[src/rtl/fabric_cfg_pkg.sv]
// Shared types and helpers for the fabric configuration scan-chain loader.
package fabric_cfg_pkg;

    typedef enum logic [1:0] {
        IDLE,
        FETCH,
        SHIFT,
        FINISH
    } cfg_state_e;

    localparam int CFG_WORD_W_DEFAULT = 8;

    // Host words needed to fill a chain of chain_len bits.
    function automatic int cfg_words(input int chain_len, input int word_w);
        return (chain_len + word_w - 1) / word_w;
    endfunction

endpackage

[src/rtl/fabric_cfg_loader_scan_serializer.sv]
// WORD_W shift register used for both transmit (parallel in, MSB out) and
// readback capture (serial in, parallel out).
module scan_serializer #(
    parameter int WORD_W = 8
) (
    input  logic                         clk_i,
    input  logic                         rst_n_i,
    input  logic                         load_i,
    input  logic                         shift_i,
    input  logic [WORD_W-1:0]            data_i,
    input  logic                         serial_i,
    output logic                         msb_o,
    output logic                         empty_o,
    output logic [WORD_W-1:0]            nxt_data_o,
    output logic [$clog2(WORD_W+1)-1:0]  nxt_cnt_o
);

    localparam int CNT_W = $clog2(WORD_W + 1);

    logic [WORD_W-1:0] data_q, data_d;
    logic [CNT_W-1:0]  word_bit_q, word_bit_d;

    // load together with shift consumes the loaded MSB in the same cycle
    always_comb begin
        data_d     = data_q;
        word_bit_d = word_bit_q;
        if (load_i && shift_i) begin
            data_d     = (data_i << 1) | WORD_W'(serial_i);
            word_bit_d = CNT_W'(WORD_W - 1);
        end else if (load_i) begin
            data_d     = data_i;
            word_bit_d = CNT_W'(WORD_W);
        end else if (shift_i) begin
            data_d = (data_q << 1) | WORD_W'(serial_i);
            if (word_bit_q != '0) begin
                word_bit_d = word_bit_q - CNT_W'(1);
            end
        end
    end

    always_ff @(posedge clk_i or negedge rst_n_i) begin
        if (!rst_n_i) begin
            data_q     <= '0;
            word_bit_q <= '0;
        end else begin
            data_q     <= data_d;
            word_bit_q <= word_bit_d;
        end
    end

    assign msb_o      = data_q[WORD_W-1];
    assign empty_o    = (word_bit_q == '0);
    assign nxt_data_o = data_d;
    assign nxt_cnt_o  = word_bit_d;

endmodule

[src/rtl/fabric_cfg_loader.sv]
// Routing-channel configuration loader: host words in, MSB-first scan stream out.
// Define CFG_READBACK_EN to capture the old chain content from scan_out.
module fabric_cfg_loader
    import fabric_cfg_pkg::*;
#(
    parameter int CHAIN_LEN = 8,
    parameter int WORD_W    = CFG_WORD_W_DEFAULT
) (
    input  logic              scan_clk,
    input  logic              scan_rst_n,
    input  logic              start,
    input  logic              abort,
    input  logic              cfg_valid,
    output logic              cfg_ready,
    input  logic [WORD_W-1:0] cfg_data,
    output logic              scan_en,
    output logic              scan_in,
    input  logic              scan_out,
    output logic              busy,
    output logic              done,
    output logic              rd_valid,
    output logic [WORD_W-1:0] rd_data
);

    localparam int BC_W = $clog2(CHAIN_LEN + 1);
    localparam int WB_W = $clog2(WORD_W + 1);
    localparam logic [BC_W-1:0] LAST_BIT = BC_W'(CHAIN_LEN);

    cfg_state_e      state_q;
    logic [BC_W-1:0] bit_cnt_q;
    logic            scan_en_q, scan_in_q, busy_q, done_q;

    logic            handshake, last_bit, tx_shift, tx_msb, tx_empty;
    logic [WORD_W-1:0] tx_nxt_data_unused;
    logic [WB_W-1:0]   tx_nxt_cnt_unused;

    // bit_cnt_q counts bits presented so far, including the one on scan_in
    assign last_bit = (bit_cnt_q == LAST_BIT);

    always_comb begin
        cfg_ready = 1'b0;
        if (!abort) begin
            case (state_q)
                FETCH:   cfg_ready = 1'b1;
                SHIFT:   cfg_ready = tx_empty && !last_bit;
                default: cfg_ready = 1'b0;
            endcase
        end
    end

    assign handshake = cfg_valid && cfg_ready;
    assign tx_shift  = handshake ||
                       ((state_q == SHIFT) && !abort && !last_bit && !tx_empty);

    scan_serializer #(.WORD_W(WORD_W)) u_tx (
        .clk_i      (scan_clk),
        .rst_n_i    (scan_rst_n),
        .load_i     (handshake),
        .shift_i    (tx_shift),
        .data_i     (cfg_data),
        .serial_i   (1'b0),
        .msb_o      (tx_msb),
        .empty_o    (tx_empty),
        .nxt_data_o (tx_nxt_data_unused),
        .nxt_cnt_o  (tx_nxt_cnt_unused)
    );

    always_ff @(posedge scan_clk or negedge scan_rst_n) begin
        if (!scan_rst_n) begin
            state_q   <= IDLE;
            bit_cnt_q <= '0;
            scan_en_q <= 1'b0;
            scan_in_q <= 1'b0;
            busy_q    <= 1'b0;
            done_q    <= 1'b0;
        end else begin
            done_q <= 1'b0;
            if (abort) begin
                state_q   <= IDLE;
                scan_en_q <= 1'b0;
                busy_q    <= 1'b0;
            end else begin
                case (state_q)
                    IDLE: begin
                        if (start) begin
                            state_q   <= FETCH;
                            busy_q    <= 1'b1;
                            bit_cnt_q <= '0;
                        end
                    end
                    FETCH: begin
                        if (handshake) begin
                            state_q   <= SHIFT;
                            scan_en_q <= 1'b1;
                            scan_in_q <= cfg_data[WORD_W-1];
                            bit_cnt_q <= bit_cnt_q + BC_W'(1);
                        end
                    end
                    SHIFT: begin
                        if (last_bit) begin
                            state_q   <= FINISH;
                            scan_en_q <= 1'b0;
                            done_q    <= 1'b1;
                        end else if (!tx_empty) begin
                            scan_in_q <= tx_msb;
                            bit_cnt_q <= bit_cnt_q + BC_W'(1);
                        end else if (handshake) begin
                            scan_in_q <= cfg_data[WORD_W-1];
                            bit_cnt_q <= bit_cnt_q + BC_W'(1);
                        end else begin
                            state_q   <= FETCH;
                            scan_en_q <= 1'b0;
                        end
                    end
                    FINISH: begin
                        state_q <= IDLE;
                        busy_q  <= 1'b0;
                    end
                    default: state_q <= IDLE;
                endcase
            end
        end
    end

    assign scan_en = scan_en_q;
    assign scan_in = scan_in_q;
    assign busy    = busy_q;
    assign done    = done_q;

`ifdef CFG_READBACK_EN
    logic              rx_first_q, rd_valid_q;
    logic [WORD_W-1:0] rd_data_q, rx_nxt_data;
    logic [WB_W-1:0]   rx_nxt_cnt;
    logic              rx_msb_unused, rx_empty_unused;

    scan_serializer #(.WORD_W(WORD_W)) u_rx (
        .clk_i      (scan_clk),
        .rst_n_i    (scan_rst_n),
        .load_i     (rx_first_q && scan_en_q),
        .shift_i    (scan_en_q),
        .data_i     ('0),
        .serial_i   (scan_out),
        .msb_o      (rx_msb_unused),
        .empty_o    (rx_empty_unused),
        .nxt_data_o (rx_nxt_data),
        .nxt_cnt_o  (rx_nxt_cnt)
    );

    // shifting left by the unfilled count left-aligns a short final word
    always_ff @(posedge scan_clk or negedge scan_rst_n) begin
        if (!scan_rst_n) begin
            rx_first_q <= 1'b1;
            rd_valid_q <= 1'b0;
            rd_data_q  <= '0;
        end else begin
            rd_valid_q <= 1'b0;
            if (abort) begin
                rx_first_q <= 1'b1;
            end else if (scan_en_q) begin
                if ((rx_nxt_cnt == '0) || last_bit) begin
                    rd_valid_q <= 1'b1;
                    rd_data_q  <= rx_nxt_data << rx_nxt_cnt;
                    rx_first_q <= 1'b1;
                end else begin
                    rx_first_q <= 1'b0;
                end
            end
        end
    end

    assign rd_valid = rd_valid_q;
    assign rd_data  = rd_data_q;
`else
    logic unused_scan_out;
    assign unused_scan_out = scan_out;
    assign rd_valid        = 1'b0;
    assign rd_data         = '0;
`endif

endmodule
[config.mk]
export PLATFORM = sky130hd
export DESIGN_NAME = fabric_cfg_loader
export DESIGN_NICKNAME = d
export VERILOG_FILES = /design/src/rtl/fabric_cfg_pkg.sv /design/src/rtl/fabric_cfg_loader_scan_serializer.sv /design/src/rtl/fabric_cfg_loader.sv
export SDC_FILE = /design/constraint.sdc
export NUM_CORES = 1
export LEC_CHECK = 0
export ABC_AREA = 1
export BUFFER_PORTS_ARGS = -buffer_cell sky130_fd_sc_hd__buf_2
export CORE_AREA = 2 2 60 62
export CTS_CLUSTER_DIAMETER = 80
export CTS_CLUSTER_SIZE = 8
export DETAILED_ROUTE_END_ITERATION = 16
export DIE_AREA = 0 0 62 64
export HOLD_SLACK_MARGIN = 0.06
export PLACE_DENSITY_LB_ADDON = 0.1
export SKIP_CTS_REPAIR_TIMING = 1
export SYNTH_ARGS = -nofsm -noshare
export SYNTH_HDL_FRONTEND = slang
export SYNTH_SLANG_ARGS = --single-unit
[constraint.sdc]
create_clock -name scan_clk -period 1.8 [get_ports scan_clk]
set_input_delay 0 -clock scan_clk [delete_from_list [all_inputs] [get_ports scan_clk]]
set_output_delay 0 -clock scan_clk [all_outputs]
set_load 0.02 [all_outputs]
==> flow_summary_export.csv, run 1 <==
group,metric,value,unit
floorplanning,die_x,62,um
power_and_ir_drop,power.leakage,0.954,nW
clock_tree,cts.clk_slew.worst_paths,0.12,ns
yosys,synthCells,191,
global_routing,global_route.usage.total,16.7,%
clock_tree,cts_sinks,22,
setup_path,cp.required,2.04,ns
placed_design,dp.cells,261,
power_and_ir_drop,ir_drop,433,uV
power_and_ir_drop,p_total,2.26,mW
yosys,ys_ff_latch,22,
placed_design,gp_congestion,0.844,
setup_path,end_kind,"flip-flop",
placed_design,place_area,1610,um^2
timing,finalSetupViolations,0,
timing,grt_setup_unrepaired,"true",
route,ant_nets,0,
route,via_per_inst,4.67,
run_status,status,"complete, no violations",
floorplanning,ioPinCount,28,
yosys,ys_types,26,
yosys,synth_top_family_by_area,"simple AND/OR/NAND/NOR gates",
clock_tree,cts_tree,"done",
timing,clock_skew,0.00428,ns
cells_and_area,antenna_cells,0,
setup_path,r2r_cells,12,
placed_design,dpl.hpwl,2260,um
timing,layout_min_cycle_time,1.72,ns
hold_path,hp-class,"in -> reg",
floorplanning,die_y,64,um
global_routing,grt_max_degree,23,
cells_and_area,stdcell_area,1800,um^2
global_routing,grt_overflow_total,0,
global_routing,met2_usage,27.5,%
route,drc,0,
yosys,synth_compound_area_share,6.36,%
floorplanning,core-area,3280,um^2
yosys,synth_edf_count,0,
route,drt-initial-drc-count,49,
clock_tree,h-tree-depth,1,
route,routed_wl,3130,um
clock_tree,cts_max_path_buffers,2,
yosys,synth.avg_cell_area,7.62,um^2
route,vias,1293,
cells_and_area,finalNetCount,255,
route,drtPass1Iterations,4,
cells_and_area,final_common_cell,"nand2_1",
yosys,ys.warnings.count,0,
global_routing,use_met3,2.43,%
cells_and_area,stdcell_count,277,
placed_design,port_buffers,17,
floorplanning,rows,21,
cells_and_area,drive_gt1_share,23.8,%
timing,fmaxAchievable,582,MHz
yosys,synth.area.mux_share,0,%
timing,slew_viol_final,0,
timing,worst_slew_pin_slew,0.511,ns
setup_path,path_max_fanout,7,
floorplanning,design.die.area,3970,um^2
cells_and_area,synthToLayoutAreaGrowth,23.6,%
cells_and_area,fillers,315,
timing,slew_headroom,65.9,%
floorplanning,initial_core_util,44.3,%
route,avgRoutedWirePerCell,11.3,um
cells_and_area,final_cell_mix,"nand2_1, nand3_1, dfrtp_1",
global_routing,grt_pass1_wl,5020,um
clock_tree,insertion_delay,0.30,ns
setup_path,startpoint_type,"flip-flop",
yosys,syn_area,1460,um^2
timing,hold_viol,0,
global_routing,antenna_found_initial,0,
hold_path,min_path_cells,3,
yosys,yosys.area_share.adder,6.88,%
global_routing,grt_pass1_vias,1211,
global_routing,grt-busiest-layer,"met2",
yosys,synth_xor_xnor_area_share,1.20,%
setup_path,worstPathArrival,1.96,ns
power_and_ir_drop,p_per_area,1250,nW/um^2
yosys,synth-simple-area-share,33.7,%
yosys,async_flop_share,100,%
clock_tree,clock-root-buffer,"clkbuf_4",
flow_run,maxCapViolations,0,
clock_tree,cts_buffers,3,
setup_path,critical_path_class,"reg -> reg",
yosys,seq_area_frac_synth,37.8,%
timing,finalCritPeriodShare,95.5,%
yosys,synthFlopType,"dfrtp_1",
global_routing,use_met1,21.8,%
==> final cells by class <==
cell class | count | area, um^2 | area share, %
Clock buffer | 3 | 22.5 | 1.25
Inverter | 25 | 98.8 | 5.50
Multi-Input combinational cell | 139 | 759 | 42.2
Sequential cell | 22 | 551 | 30.6
Tap cell | 46 | 57.6 | 3.20
Timing Repair Buffer | 42 | 309 | 17.2
==> final timing paths <==
path | from | to | slack, ns
min reg2reg | scan_en | scan_en | 0.48
max | state_q[0] | state_q[0] | 0.08
min in group asynchronous | scan_rst_n | u_tx.data_q[0] | 0.19
max in group asynchronous | scan_rst_n | u_tx.data_q[3] | 1.27
min | cfg_valid | u_tx.word_bit_q[2] | 0.09
max reg2reg | state_q[0] | state_q[0] | 0.08
==> through the flow <==
stage	hold WS, ns	util, %	TNS [ns]	setup WS [ns]
floorplan	-0.296	-	0	0.0750
global placement	0.00246	49.1	0	0.0555
detailed placement	0.0105	49.1	0	0.00522
CTS	-0.332	49.8	-0.0754	-0.0222
global route	0.0960	54.7	-0.143	-0.0338
finish	0.0878	54.7	0	0.0810
==> report_power, final <==
part	switching, mW	leakage (nW)	internal, mW	total [mW]
combinational	0.719	0.657	0.539	1.26
clock	0.147	0.0138	0.0780	0.225
sequential	0.101	0.284	0.672	0.773
total	0.967	0.954	1.29	2.26
==> critical path, stage by stage, from the launching register on <==
cell     delay (ns)
dfrtp_1        0.38
inv_2          0.07
ha_4           0.29
inv_4          0.05
nor2_8         0.08
inv_2          0.05
a21oi_4        0.15
nand3_4        0.13
inv_2          0.14
nand2_2        0.09
nand3_1        0.10
nand2_1        0.06
nand2_1        0.07
==> synthesized netlist by cell type, types with 2 or more instances <==
cell      instances  share of area (%)
buf_6             3                2.3
ha_1              8                6.9
o211ai_1          2                1.0
buf_4             9                4.6
dfrtp_1          22                 38
nand2_2           3                1.3
nand2_1          48                 12
nand3_1          27                9.3
xnor2_1           2                1.2
a21oi_1           3                1.0
inv_1            21                5.4
o21ai_0           3                1.0
nor2_1           19                4.9
inv_2             4                1.0
nand4_1           6                2.6
==> logic make-up (layout without fill, tap and decap cells) <==
| kind of cell | after synthesis | after routing |
|---|---|---|
| XOR/XNOR | 2 | 2 |
| flip-flops | 22 | 22 |
| adder cells (fa/ha/maj) | 8 | 8 |
| AO/OA/AOI/OAI | 13 | 13 |
| AND/OR/NAND/NOR | 107 | 107 |
| buffers and inverters | 38 | 70 |
| other | 1 | 9 |
==> routing by layer <==
metal	part of all wire (%)	vias up
met3	2.7	2
met2	50	25
li1	-	669
met4	0.77	0
met1	46	597
met5	0	-
==> state kept, by name (all words and copies together), names as in the netlist <==
name	cells
scan_en	1
busy	1
u_tx.word_bit_q	4
bit_cnt_q	4
done	1
u_tx.data_q	8
scan_in	1
state_q	2
Power figures use the tool's default switching activity.
==> inputs of run 2 (changes only) <==
--- a/config.mk
+++ b/config.mk
@@ -7,12 +7,14 @@
 export LEC_CHECK = 0
 export ABC_AREA = 1
 export BUFFER_PORTS_ARGS = -buffer_cell sky130_fd_sc_hd__buf_2
-export CORE_AREA = 2 2 60 62
+export CELL_PAD_IN_SITES_DETAIL_PLACEMENT = 1
+export CELL_PAD_IN_SITES_GLOBAL_PLACEMENT = 2
+export CORE_AREA = 2 2 76 78
 export CTS_CLUSTER_DIAMETER = 80
 export CTS_CLUSTER_SIZE = 8
 export DETAILED_ROUTE_END_ITERATION = 16
-export DIE_AREA = 0 0 62 64
-export HOLD_SLACK_MARGIN = 0.06
+export DIE_AREA = 0 0 78 80
+export HOLD_SLACK_MARGIN = 0.12
 export PLACE_DENSITY_LB_ADDON = 0.1
 export SKIP_CTS_REPAIR_TIMING = 1
 export SYNTH_ARGS = -nofsm -noshare
==> constraint.sdc (replaced) <==
create_clock -name scan_clk -period 1.4 [get_ports scan_clk]
set_input_delay 0 -clock scan_clk [delete_from_list [all_inputs] [get_ports scan_clk]]
set_output_delay 0 -clock scan_clk [all_outputs]
set_load 0.02 [all_outputs]
==> flow_summary_export.csv, run 2 (same netlist as run 1, synthesis figures left out) <==
group,metric,value,unit
run_status,status,"finished, violations left",
run_status,violations,"setup timing",
cells_and_area,drive_gt1_share,37.0,%
placed_design,port_buffers,17,
timing,setup_slack,-0.257,ns
timing,slew_headroom,65.5,%
floorplanning,die_y,80,um
clock_tree,cts_tree,"done",
timing,slew_viol_final,0,
route,drc,0,
placed_design,pre_cts_ws,-0.350,ns
cells_and_area,synthToLayoutAreaGrowth,44.8,%
cells_and_area,stdcell_count,329,
floorplanning,rows,27,
clock_tree,cts_buffers,3,
placed_design,gp_congestion,0.806,
setup_path,worstReg2RegStart,"state_q[0]",
timing,hold_viol,0,
route,drtPass1Iterations,4,
setup_path,path_max_fanout,3,
clock_tree,insertion_delay,0.26,ns
clock_tree,clock-root-buffer,"clkbuf_8",
global_routing,grt_pass1_vias,1439,
cells_and_area,stdcell_area,2110,um^2
setup_path,cp_cell_sequence,"inv_2, ha_4, inv_4, nor2_8, inv_2, a21oi_4, buf_4, nand2_1, inv_1, buf_4",
power_and_ir_drop,power.leakage,1.12,nW
floorplanning,design.die.area,6240,um^2
floorplanning,initial_core_util,26.9,%
route,avgRoutedWirePerCell,12.1,um
timing,hold_ws,0.0823,ns
power_and_ir_drop,p_total,3.48,mW
timing,finalSetupTns,-3.89,ns
setup_path,rrSetupSlack,-0.24,ns
clock_tree,cts.clk_slew.worst_paths,0.08,ns
setup_path,slowest_stage,"dfrtp_1",
placed_design,dpl.hpwl,3110,um
hold_path,min_path_cells,2,
route,drt-initial-drc-count,46,
setup_path,worstPathArrival,1.66,ns
route,routed_wl,3980,um
setup_path,cp.required,1.40,ns
cells_and_area,final_common_cell,"nand2_1",
floorplanning,ioPinCount,28,
power_and_ir_drop,p_int,2.06,mW
route,vias,1419,
setup_path,startpoint_type,"flip-flop",
timing,layout_min_cycle_time,1.66,ns
global_routing,grt_overflow_total,0,
clock_tree,h-tree-depth,1,
global_routing,grt_pass1_wl,6670,um
cells_and_area,top_register,"u_tx.data_q",
route,via_per_inst,4.31,
cells_and_area,antenna_cells,0,
floorplanning,die_x,78,um
floorplanning,core-area,5410,um^2
setup_path,slowest_delay,0.37,ns
cells_and_area,fillers,682,
flow_run,maxCapViolations,0,
power_and_ir_drop,p_switching,1.43,mW
cells_and_area,finalNetCount,281,
cells_and_area,largest_reg_flops,8,
hold_path,min_from,"abort",
setup_path,critical_path_class,"reg -> out",
power_and_ir_drop,p_per_area,1650,nW/um^2
timing,fmaxAchievable,604,MHz
cells_and_area,seq_area,551,um^2
power_and_ir_drop,pwr-share-seq,28.4,%
setup_path,crit_start,"state_q[0]",
timing,clock_skew,0.00204,ns
clock_tree,cts_sinks,22,
hold_path,hp-class,"in -> reg",
power_and_ir_drop,p_sw_share,41.0,%
setup_path,r2r_end,"scan_in",
timing,finalSetupViolations,22,
global_routing,global_route.usage.total,13.3,%
placed_design,place_area,1850,um^2
setup_path,end_kind,"primary output",
timing,finalCritPeriodShare,118,%
route,ant_nets,0,
power_and_ir_drop,p_clk_share,11.5,%
cells_and_area,multiInputGateArea,817,um^2
power_and_ir_drop,ir_drop,582,uV
power_and_ir_drop,power_frac_comb,60.1,%
setup_path,r2r_cells,12,
cells_and_area,top_regs,"u_tx.data_q (8), bit_cnt_q (4), u_tx.word_bit_q (4)",
hold_path,holdPathEnd,"done",
timing,grt_setup_unrepaired,"true",
clock_tree,cts_max_path_buffers,2,
cells_and_area,final_cell_mix,"nand2_1, buf_4, nand3_1",
placed_design,dp.cells,312,
timing,worst_slew_pin_slew,0.517,ns
global_routing,grt_max_degree,23,
cells_and_area,fin_util,39.0,%
global_routing,antenna_found_initial,0,
-- run 2: cell types whose count changed in the layout (fill, tap and decap cells not counted), moves of 3 or more --
| cell | previous run | this run |
|---|---|---|
| buf_4 | 14 | 41 |
| nand2_1 | 47 | 43 |
| o21ai_0 | 3 | 0 |
| clkbuf_4 | 3 | 0 |
| clkbuf_8 | 0 | 3 |
-- run 2: worst max path at each step --
stage                         end  slack [ns]  cells past startpoint
6_report                cfg_ready       -0.26                     10
5_1_grt                   scan_in       -0.37                     12
4_1_cts        u_tx.word_bit_q[2]       -0.38                     10
3_5_place_dp   u_tx.word_bit_q[2]       -0.35                     10
3_3_place_gp       u_tx.data_q[1]       -0.30                      9
2_1_floorplan      u_tx.data_q[5]       -0.26                     11
-- run 2: power by group through the flow --
stage | sequential [mW] | combinational [mW] | clock, mW
floorplan | 1.05 | 1.03 | 0
CTS | 0.991 | 1.90 | 0.428
finish | 0.990 | 2.09 | 0.402
detailed placement | 1.00 | 1.88 | 0
global placement | 0.992 | 1.83 | 0
global route | 1.02 | 2.34 | 0.449
-- run 2: metal layers --
metal	vias to the layer above	wire length [um]	track usage, %
li1	725	-	-
met1	677	1830	17.4
met2	17	2050	23.6
met3	0	98	2.38
met4	0	0	1.58
met5	-	0	0
-- run 2: layout make-up --
class	count	area share [%]
multi-input cells	139	38.8
inverters	25	5.05
well taps	72	4.28
flip-flops and latches	22	26.1
clock buffers	3	1.96
repair buffers	68	23.8
-- run 2: critical path, delay by kind of cell (launching register included) --
kind / cells / cell delay (ns)
fa+ha+maj: 1 / 0.28
buf+inv: 6 / 0.47
flops: 1 / 0.37
simple gates: 2 / 0.12
compound gates: 1 / 0.14
==> inputs of run 3 (changes only) <==
--- a/config.mk
+++ b/config.mk
@@ -5,15 +5,14 @@
 export SDC_FILE = /design/constraint.sdc
 export NUM_CORES = 1
 export LEC_CHECK = 0
-export ABC_AREA = 1
 export BUFFER_PORTS_ARGS = -buffer_cell sky130_fd_sc_hd__buf_2
 export CELL_PAD_IN_SITES_DETAIL_PLACEMENT = 1
 export CELL_PAD_IN_SITES_GLOBAL_PLACEMENT = 2
-export CORE_AREA = 2 2 76 78
+export CORE_AREA = 2 2 74 76
 export CTS_CLUSTER_DIAMETER = 80
 export CTS_CLUSTER_SIZE = 8
 export DETAILED_ROUTE_END_ITERATION = 16
-export DIE_AREA = 0 0 78 80
+export DIE_AREA = 0 0 76 78
 export HOLD_SLACK_MARGIN = 0.12
 export PLACE_DENSITY_LB_ADDON = 0.1
 export SKIP_CTS_REPAIR_TIMING = 1
==> flow_summary_export.csv, run 3 <==
group,metric,value,unit
route,drtPass1Iterations,3,
global_routing,antenna_found_initial,0,
global_routing,global_route.usage.total,14.1,%
cells_and_area,top_register,"u_tx.data_q",
global_routing,grt_max_degree,23,
timing,grt_setup_unrepaired,"true",
setup_path,cp_cell_sequence,"ha_4, buf_12, and4bb_4, or2_4, and4b_2, buf_6",
floorplanning,design.die.area,5930,um^2
setup_path,critical_path_buf_inv_count,2,
setup_path,r2r_cells,7,
yosys,synth_area_leaders,"dfrtp_1, ha_1, buf_4, mux2i_1, o21ai_0",
flow_run,maxCapViolations,0,
route,via_per_inst,4.57,
run_status,violations,"setup timing",
cells_and_area,stdcell_count,289,
clock_tree,cts_buffers,3,
cells_and_area,final_common_cell,"buf_4",
route,ant_nets,0,
hold_path,holdPathEnd,"scan_in",
power_and_ir_drop,p_clk_share,17.4,%
route,drt-initial-drc-count,19,
global_routing,grt_pass1_wl,6610,um
power_and_ir_drop,power.leakage,1.06,nW
yosys,synthFlopType,"dfrtp_1",
power_and_ir_drop,p_total,3.52,mW
yosys,synth_commonest_cells,"dfrtp_1, nand2_1, o21ai_0, inv_1, buf_4",
timing,worst_slew_pin_slew,0.532,ns
clock_tree,cts_sinks,22,
clock_tree,cts_max_path_buffers,2,
setup_path,rrSetupSlack,-0.43,ns
cells_and_area,top_regs,"u_tx.data_q (8), bit_cnt_q (4), u_tx.word_bit_q (4)",
cells_and_area,synthToLayoutAreaGrowth,55.3,%
cells_and_area,fillers,589,
clock_tree,cts_tree,"done",
yosys,ys_ff_latch,22,
floorplanning,rows,26,
floorplanning,die_x,76,um
timing,fmaxAchievable,543,MHz
run_status,status,"finished, violations left",
power_and_ir_drop,ir_drop,690,uV
placed_design,dp.cells,268,
yosys,ys.warnings.count,0,
route,vias,1320,
floorplanning,ioPinCount,28,
cells_and_area,drive_gt1_share,46.6,%
cells_and_area,largest_reg_flops,8,
clock_tree,insertion_delay,0.27,ns
setup_path,worstPathArrival,1.84,ns
yosys,synth_edf_count,0,
route,drc,0,
setup_path,critical_path_class,"reg -> out",
yosys,async_flop_share,100,%
yosys,yosysTopAreaCell,"dfrtp_1",
setup_path,path_max_fanout,4,
clock_tree,h-tree-depth,1,
setup_path,slowest_stage,"dfrtp_2",
timing,layout_min_cycle_time,1.84,ns
power_and_ir_drop,p_int,2.25,mW
route,avgRoutedWirePerCell,14.5,um
yosys,syn_area,1470,um^2
power_and_ir_drop,power_frac_comb,54.9,%
global_routing,grt_pass1_vias,1354,
setup_path,cp.required,1.40,ns
timing,finalSetupViolations,21,
floorplanning,core-area,5040,um^2
yosys,ys_types,45,
timing,slew_viol_final,0,
yosys,synthCells,154,
setup_path,worstReg2RegStart,"u_tx.word_bit_q[0]",
timing,hold_viol,0,
power_and_ir_drop,p_switching,1.27,mW
timing,setup_slack,-0.441,ns
power_and_ir_drop,p_sw_share,36.1,%
timing,finalCritPeriodShare,132,%
cells_and_area,finalNetCount,242,
cells_and_area,final_cell_mix,"buf_4, dfrtp_1, buf_2",
placed_design,port_buffers,17,
setup_path,end_kind,"primary output",
yosys,synth.avg_cell_area,9.55,um^2
timing,clock_skew,0.00178,ns
setup_path,slowest_delay,0.46,ns
clock_tree,cts.clk_slew.worst_paths,0.09,ns
yosys,seq_area_frac_synth,37.4,%
power_and_ir_drop,pwr-share-seq,27.7,%
clock_tree,clock-root-buffer,"clkbuf_8",
route,routed_wl,4180,um
setup_path,startpoint_type,"flip-flop",
global_routing,grt_overflow_total,0,
placed_design,dpl.hpwl,3190,um
hold_path,min_path_cells,4,
hold_path,hp-class,"in -> reg",
cells_and_area,antenna_cells,0,
setup_path,crit_family,"simple AND/OR/NAND/NOR gates",
hold_path,min_from,"cfg_data[7]",
setup_path,r2r_end,"state_q[1]",
floorplanning,die_y,78,um
placed_design,gp_congestion,0.825,
floorplanning,initial_core_util,29.2,%
timing,slew_headroom,64.5,%
yosys,synth_top_area_share,37.4,%
yosys,yosysMostFrequentCell,"dfrtp_1",
power_and_ir_drop,p_per_area,1540,nW/um^2
run 3: worst max path at each step:
stage	start	end	cells after the start
6_report	state_q[1]	cfg_ready	6
5_1_grt	u_tx.word_bit_q[0]	state_q[1]	7
4_1_cts	state_q[1]	cfg_ready	6
3_5_place_dp	u_tx.word_bit_q[0]	state_q[1]	7
3_3_place_gp	u_tx.word_bit_q[0]	state_q[1]	7
2_1_floorplan	state_q[1]	state_q[1]	7
run 3: per-layer routing:
layer / up-vias / track usage, % / wire length [um]
li1: 658 / - / -
met1: 650 / 18.1 / 1980
met2: 8 / 24.6 / 2110
met3: 4 / 1.51 / 39
met4: 0 / 4.91 / 51
met5: - / 0 / 0
run 3: worst reg2reg max path, cell delays in order, from the launching register on:
cell and delay, ns:
dfrtp_1 0.41, inv_2 0.09, ha_4 0.14, or3b_4 0.37, nand4b_1 0.19, buf_6 0.17, o2111ai_2 0.12, a32o_1 0.23
run 3: layout make-up:
| class | count | area [um^2] | area share [%] |
|---|---|---|---|
| Timing Repair Buffer | 70 | 579 | 25.4 |
| Sequential cell | 22 | 552 | 24.2 |
| Clock inverter | 1 | 30.0 | 1.32 |
| Tap cell | 70 | 87.6 | 3.84 |
| Inverter | 12 | 45.0 | 1.97 |
| Multi-Input combinational cell | 111 | 948 | 41.5 |
| Clock buffer | 3 | 41.3 | 1.81 |
run 3: logic make-up (layout without fill, tap and decap cells):
kind of cell	Yosys count	count (layout)	share of synthesized area [%]
compound gates	39	39	19.0
flops	22	22	37.4
other cells	1	9	0.255
fa+ha+maj	8	8	6.81
simple gates	46	46	19.8
buf+inv	29	86	10.6
xor+xnor	1	1	0.596
mux	8	8	5.45
run 3: power by group through the flow:
stage	combinational, mW	clock, mW	sequential, mW
5_1_grt	2.13	0.664	1.01
4_1_cts	1.66	0.641	0.968
2_1_floorplan	0.947	0	1.00
3_3_place_gp	1.58	0	0.970
6_report	1.94	0.615	0.975
3_5_place_dp	1.65	0	0.981
run 3: metrics by stage:
step	setup TNS [ns]	instance area, um^2	hold slack (ns)	setup WS (ns)	util, %
2_1_floorplan	-4.76	1590	-0.296	-0.314	-
3_5_place_dp	-6.55	1910	0.0216	-0.382	37.8
4_1_cts	-7.27	1980	-0.282	-0.482	39.2
3_3_place_gp	-5.83	1910	0.0140	-0.346	37.8
5_1_grt	-8.99	2280	0.197	-0.520	45.3
6_report	-7.44	2280	0.200	-0.441	45.3
